<file path="src/rtl/picomips_pkg.sv">
// picoMIPS shared encodings: opcodes, ALU function codes and the decoder control bundle.
// Shared with the ALU and the assembler tables.
package picomips_pkg;

  localparam logic [5:0] OP_NOP  = 6'b111111;
  localparam logic [5:0] OP_ADD  = 6'b000000;
  localparam logic [5:0] OP_ADDI = 6'b000001;
  localparam logic [5:0] OP_SUB  = 6'b000010;
  localparam logic [5:0] OP_SUBI = 6'b000011;
  localparam logic [5:0] OP_MUL  = 6'b000100;
  localparam logic [5:0] OP_MULI = 6'b000101;
  localparam logic [5:0] OP_ADDF = 6'b000110;
  localparam logic [5:0] OP_BAT  = 6'b000111;
  localparam logic [5:0] OP_J    = 6'b001000;

  localparam logic [2:0] ALU_PASS = 3'b000;
  localparam logic [2:0] ALU_ADD  = 3'b001;
  localparam logic [2:0] ALU_SUB  = 3'b010;
  localparam logic [2:0] ALU_MUL  = 3'b011;

  typedef struct packed {
    logic       pcincr;
    logic       pcabs;
    logic       pcrel;
    logic [2:0] alufunc;
    logic       imm;
    logic       fetch;
    logic       w;
  } ctrl_t;

  // NOP control word; every decode starts from here.
  localparam ctrl_t CTRL_NOP = '{pcincr: 1'b1, pcabs: 1'b0, pcrel: 1'b0,
                                 alufunc: ALU_PASS, imm: 1'b0, fetch: 1'b0, w: 1'b0};

endpackage

</file>
<file path="src/rtl/picomips_decoder_bstus_sync.sv">
// Two-flop synchroniser for the branch-status switch, with an optional debouncer
// enabled by defining BSTUS_DEBOUNCE_EN.
module bstus_sync #(
  parameter int DEBOUNCE_CYCLES = 16
) (
  input  logic clk,
  input  logic nReset,
  input  logic d,
  output logic q
);

  logic s1, s2;

  always_ff @(posedge clk or negedge nReset)
    if (!nReset) begin
      s1 <= 1'b0;
      s2 <= 1'b0;
    end else begin
      s1 <= d;
      s2 <= s1;
    end

`ifdef BSTUS_DEBOUNCE_EN
  localparam int CW = $clog2(DEBOUNCE_CYCLES + 1);
  localparam logic [CW-1:0] CNT_LAST = CW'(DEBOUNCE_CYCLES - 1);

  logic [CW-1:0] cnt;
  logic          qr;

  // Count consecutive samples that disagree with the accepted value; any agreeing
  // sample restarts the count.
  always_ff @(posedge clk or negedge nReset)
    if (!nReset) begin
      cnt <= '0;
      qr  <= 1'b0;
    end else if (s2 == qr) begin
      cnt <= '0;
    end else if (cnt == CNT_LAST) begin
      cnt <= '0;
      qr  <= s2;
    end else begin
      cnt <= cnt + 1'b1;
    end

  assign q = qr;
`else
  logic [31:0] unused_dbc;
  assign unused_dbc = DEBOUNCE_CYCLES;
  assign q = s2;
`endif

endmodule

</file>
<file path="src/rtl/picomips_decoder.sv">
// picoMIPS instruction decoder: combinational opcode decode plus the synchronised
// branch-status input used by BAT. Optional debounce: BSTUS_DEBOUNCE_EN.
module picomips_decoder
  import picomips_pkg::*;
#(
  parameter int DEBOUNCE_CYCLES = 16
) (
  input  logic       clk,
  input  logic       nReset,
  input  logic [5:0] opcode,
  input  logic [3:0] flags,
  input  logic       Bcond,
  input  logic       Bstus,
  output logic       PCincr,
  output logic       PCabsbranch,
  output logic       PCrelbranch,
  output logic [2:0] ALUfunc,
  output logic       imm,
  output logic       fetch,
  output logic       w
);

  logic  bstus_q;
  ctrl_t ctrl;

  // Flags are reserved for future conditional branches.
  logic unused_flags;
  assign unused_flags = ^flags;

  bstus_sync #(.DEBOUNCE_CYCLES(DEBOUNCE_CYCLES)) u_bstus_sync (
    .clk    (clk),
    .nReset (nReset),
    .d      (Bstus),
    .q      (bstus_q)
  );

  always_comb begin
    ctrl = CTRL_NOP;
    case (opcode)
      OP_ADD:  begin ctrl.w = 1'b1; ctrl.alufunc = ALU_ADD; end
      OP_ADDI: begin ctrl.w = 1'b1; ctrl.alufunc = ALU_ADD; ctrl.imm = 1'b1; end
      OP_SUB:  begin ctrl.w = 1'b1; ctrl.alufunc = ALU_SUB; end
      OP_SUBI: begin ctrl.w = 1'b1; ctrl.alufunc = ALU_SUB; ctrl.imm = 1'b1; end
      OP_MUL:  begin ctrl.w = 1'b1; ctrl.alufunc = ALU_MUL; end
      OP_MULI: begin ctrl.w = 1'b1; ctrl.alufunc = ALU_MUL; ctrl.imm = 1'b1; end
      OP_ADDF: begin ctrl.w = 1'b1; ctrl.alufunc = ALU_ADD; ctrl.fetch = 1'b1; end
      OP_J:    begin ctrl.pcincr = 1'b0; ctrl.pcabs = 1'b1; end
      // Match holds/branches relative; a zero offset spins until the switch moves.
      OP_BAT:
        if (bstus_q == Bcond) begin
          ctrl.pcincr = 1'b0;
          ctrl.pcrel  = 1'b1;
        end
      default: ctrl = CTRL_NOP;
    endcase
  end

  assign PCincr      = ctrl.pcincr;
  assign PCabsbranch = ctrl.pcabs;
  assign PCrelbranch = ctrl.pcrel;
  assign ALUfunc     = ctrl.alufunc;
  assign imm         = ctrl.imm;
  assign fetch       = ctrl.fetch;
  assign w           = ctrl.w;

endmodule

</file>
<file path="config.mk">
export PLATFORM = sky130hd
export DESIGN_NAME = picomips_decoder
export DESIGN_NICKNAME = d
export VERILOG_FILES = /design/src/rtl/picomips_pkg.sv /design/src/rtl/picomips_decoder_bstus_sync.sv /design/src/rtl/picomips_decoder.sv
export SDC_FILE = /design/constraint.sdc
export NUM_CORES = 1
export LEC_CHECK = 0
export BUFFER_PORTS_ARGS = -buffer_cell sky130_fd_sc_hd__buf_2
export CAP_MARGIN = 25
export CELL_PAD_IN_SITES_DETAIL_PLACEMENT = 1
export CELL_PAD_IN_SITES_GLOBAL_PLACEMENT = 2
export CORE_ASPECT_RATIO = 0.9
export CORE_MARGIN = 5
export CORE_UTILIZATION = 11
export CTS_CLUSTER_SIZE = 10
export DETAILED_ROUTE_END_ITERATION = 10
export PLACE_DENSITY_LB_ADDON = 0.1
export SYNTH_ARGS = -nofsm -noshare
export SYNTH_HDL_FRONTEND = slang
export SYNTH_SLANG_ARGS = --single-unit
</file>
<file path="constraint.sdc">
create_clock -name clk -period 1.1 [get_ports clk]
set_input_delay 0.055 -clock clk [delete_from_list [all_inputs] [get_ports clk]]
set_output_delay 0.055 -clock clk [all_outputs]
set_load 0.005 [all_outputs]
</file>
# Word-level counts from Yosys, hierarchy flattened
# Index checks and enable logic that the tools add are counted.
# Widths: inputs -> output; s select.
dict set report word_totals {
  reg_bits 2
  output_inout_bits 9
  elab_cells 26
}
dict set report classes {
  n_eq_ne 9
  n_mux 9
  n_reduce_logical 6
}
# operator count
set op_table {}
lappend op_table {{$eq 6x3->1 const B} 4}
lappend op_table {{$eq 6x2->1 const B} 2}
lappend op_table {{$mux 1} 7}
lappend op_table {{$reduce_or 7->1} 1}
lappend op_table {{$eq 6x1->1 const B} 1}
lappend op_table {{$eq 6x4->1 const B} 1}
lappend op_table {{$logic_not 6->1} 1}
lappend op_table {{$pmux 2 s3} 1}
lappend op_table {{$reduce_or 3->1} 2}
lappend op_table {{$reduce_or 2->1} 2}
lappend op_table {{$pmux 1 s2} 1}
lappend op_table {{$eq 1x1->1} 1}

# Depth between registers and ports, before layout
dict set report depth {
  word_depth 3
  mapped_depth 4
}

# Cells and area by module
# Synthesis repeated with hierarchy kept, for this count alone.
dict set report hier_totals {
  cells_unflattened 21
  area_unflattened_um2 168.9
}
# module instances cells_per_inst area_per_inst_um2 seq_area_each_um2
set by_module_without_submodules {}
lappend by_module_without_submodules {picomips_decoder 1 19 118.9 0.0}
lappend by_module_without_submodules {bstus_sync 1 2 50.0 50.0}

# Worst setup path before layout
# No wires, ideal clock.
dict set report synth_path {
  path_kind {input to output}
  start {input port opcode[5]}
  end {output port PCincr}
  arrival_time_ns 0.835
  required_time_ns 1.045
  slack_ns 0.210
  cell_stages 4
  n_path_buf 1
  cell_sequence {or3_1 buf_2 nor3_2 nor2_1}
}
dict set report synth_via {
  elab_chain_cells 2
  elab_cells_between_ends 3
}
# item line
set synth_rtl {}
lappend synth_rtl {{from (decl)} picomips_decoder.sv:10} ;# input logic [5:0] opcode,
lappend synth_rtl {{$eq 6x3->1 / $eq 6x4->1 (equally long branches)} picomips_decoder.sv:39} ;# case (opcode)
lappend synth_rtl {{$pmux 1 s2 *} picomips_decoder.sv:39}
lappend synth_rtl {{to (decl)} picomips_decoder.sv:14} ;# output logic PCincr,
# Every way passes the cells marked *; elsewhere a longest branch is shown, timed or not.

# Final worst setup path
dict set report layout_path {
  start {register u_bstus_sync.s2, in the netlist u_bstus_sync.q}
  end {output port PCincr}
}
dict set report layout_via {
  elab_chain_cells 3
}
# item line
set layout_rtl {}
lappend layout_rtl {{from (decl)} picomips_decoder_bstus_sync.sv:12} ;# logic s1, s2;
lappend layout_rtl {{from (signal assigned)} picomips_decoder_bstus_sync.sv:17} ;# s2 <= 1'b0;
lappend layout_rtl {{from (signal assigned)} picomips_decoder_bstus_sync.sv:20} ;# s2 <= s1;
lappend layout_rtl {{$eq 1x1->1} picomips_decoder.sv:50} ;# if (bstus_q == Bcond) begin
lappend layout_rtl {{$mux 1} picomips_decoder.sv:50}
lappend layout_rtl {{$pmux 1 s2} picomips_decoder.sv:39}
# Every way passes these cells.

==> flow_summary.yaml <==
power_and_ir_drop:
  total_power_mw: 0.301
  max-vdd-ir-drop_mv: 0.358
  p_leak_nw: 0.163
  p_per_area_nw_per_um2: 956
placement:
  hpwlAfterDp_um: 484
  place_congestion: 0.658
  dpl_cell_area_um2: 268
  dpl.cell_count: 52
  io_buffers: 17
timing:
  setup_viol: 0
  finalCritPeriodShare_pct: 99.1
  finalHoldViolations: 0
  clock_skew_ps: 5.05
  slew_viol_final: 0
  rsz0062_at_grt: "true"
  max_freq_mhz: 917
  min_period_ps: 1090
  holdWs_ps: 148
cts:
  cts_root_buf: "clkbuf_4"
  h-tree-depth: 1
  cts.clk_slew.worst_paths_ps: 30
  cts_buffers: 3
  clkLatencyLatePin_ps: 220
  clock_sinks: 2
  clock_path_buffers: 2
  postCtsSetupRepairBufs: 0
  cts_tree: "built"
floorplanning:
  rows: 13
  start_util_pct: 11.7
  die_height_um: 47.2
  die-area_um2: 2420
  num_io_pins: 23
  core_region_area_um2: 1450
  die_w_um: 51.3
grt:
  grt_pass1_wl_um: 910
  grt_max_degree: 7
  antenna_found_initial: 0
  grt_overflow_total: 0
  grt_pass1_vias: 218
  grt_usage_pct: 5.75
critical_path:
  critPathCaptureType: "output port"
  r2r_slack_ps: 640
  reg2reg_to: "u_bstus_sync.q$_DFF_PN0_"
  cp_max_fo: 2
  crit_type: "reg -> out"
  start_kind: "flop"
  cpPeakStageDelay_ps: 360
  timing.rr.start: "u_bstus_sync.s1$_DFF_PN0_"
  required_ps: 1040
  crit_family: "flip-flops"
  cp_num_buf_inv: 1
  path_cells: "xor2_1 > nor3_2 > nor2_1 > buf_2"
  worst_path_max_delay_cell: "dfrtp_1"
  arrival_ps: 1040
  ff2ff_path_depth: 0
drt:
  vias: 219
  drt_pass1_iterations: 1
  drt_iter0_drc: 0
  wl_per_cell_um: 10.1
  wl_um: 577
  ant_nets: 0
  viasPerCell: 3.84
  route.detailed.drc: 0
synthesis:
  syn_nets: 35
  ys_warn_count: 0
  ys_seq_area_share_pct: 29.6
  syn_avg_cell_area_um2: 8.04
  synth_top_area_share_pct: 29.6
  synth_top_area_cell: "dfrtp_1"
  synth.distinct_cells: 16
  ys_top_cells_by_area: "dfrtp_1 (30%), nor3_2 (12%), nor2_1 (6.7%)"
  synth-seq-cells: 2
  netlist_instances: 21
  syn_area_um2: 169
final_layout:
  area_growth_pct: 86.7
  drive_above_1_share_pct: 59.5
  layout_common_cells: "buf_2 (17), nor2_1 (3), clkbuf_4 (3)"
  final_common_cell: "buf_2"
  fin_cells: 57
  design_area_um2: 315
  final_util_pct: 21.8
  antennaDiodeCount: 0
  final_nets: 58
run_status:
  run_status: "finished, final reports clean"
run:
  max_cap_viol_count: 0
min_path:
  hp-class: "in -> async"
-- state kept, by name, summed over array words and instances, names as in the netlist --
name             flops
u_bstus_sync.q       1
u_bstus_sync.s1      1
-- worst max-delay path by stage --
stage                             start  endpoint  slack, ps  depth (start not counted)
2_1_floorplan                 opcode[5]    PCincr        210                          4
3_3_place_gp                  opcode[5]    PCincr         -4                          5
3_5_place_dp                  opcode[5]    PCincr         -8                          5
4_1_cts        u_bstus_sync.q$_DFF_PN0_    PCincr        -10                          4
5_1_grt        u_bstus_sync.q$_DFF_PN0_    PCincr        -80                          4
6_report       u_bstus_sync.q$_DFF_PN0_    PCincr          9                          4
-- where the power goes --
group / switching, mW / total (mW) / leakage, nW / internal [mW]
sequential: 0.00118 / 0.0790 / 0.0233 / 0.0779
combinational: 0.0278 / 0.0615 / 0.126 / 0.0337
clock: 0.0404 / 0.161 / 0.0138 / 0.120
-- kinds of logic after synthesis --
logic type / synth area share [%]
and+or+nand+nor: 47.4
xor gates and xnor gates: 10.4
DFF: 29.6
buffers and inverters: 7.41
AOI/OAI and AO/OA: 2.96
other: 2.22
-- per-stage QoR --
step | setup WS, ps | setup TNS (ps)
final | 9.44 | 0
after global routing | -79.6 | -111
after CTS | -12.2 | -12.2
after detailed placement | -8.08 | -8.08
after global placement | -3.63 | -3.63
after floorplan | 210 | 0
-- synthesized netlist by cell type --
cell type,number
xor2_1,1
nor3_2,2
buf_2,1
dfrtp_1,2
nand2b_1,1
nand3_1,1
nor3_1,1
or4b_1,1
conb_1,1
or3_1,1
a21oi_1,1
nand2_1,2
buf_4,1
xnor2_1,1
and2b_2,1
nor2_1,3
-- routing by layer --
| layer | vias up | global-route usage, % | routed length [µm] |
|---|---|---|---|
| met2 | 8 | 10.0 | 325 |
| met5 | - | 0 | 0 |
| met4 | 0 | 7.85 | 8 |
| li1 | 110 | - | - |
| met3 | 2 | 2.54 | 49 |
| met1 | 99 | 4.30 | 194 |
-- layout make-up --
| type | instances | area (µm²) |
|---|---|---|
| Clock buffer | 3 | 22.5 |
| Fill cell | 179 | 1130 |
| Multi-Input combinational cell | 17 | 111 |
| Sequential cell | 2 | 50.0 |
| Tap cell | 15 | 18.8 |
| Timing Repair Buffer | 20 | 113 |
-- what timing repair did --
item                       4_1_cts  5_1_grt
hold buffers                     2        0
setup endpoints to repair        2        2
pin swaps                        1        0
hold endpoints to repair         3        0
gates resized for setup          1        0
Note: power is estimated with default switching activity, not from simulation.
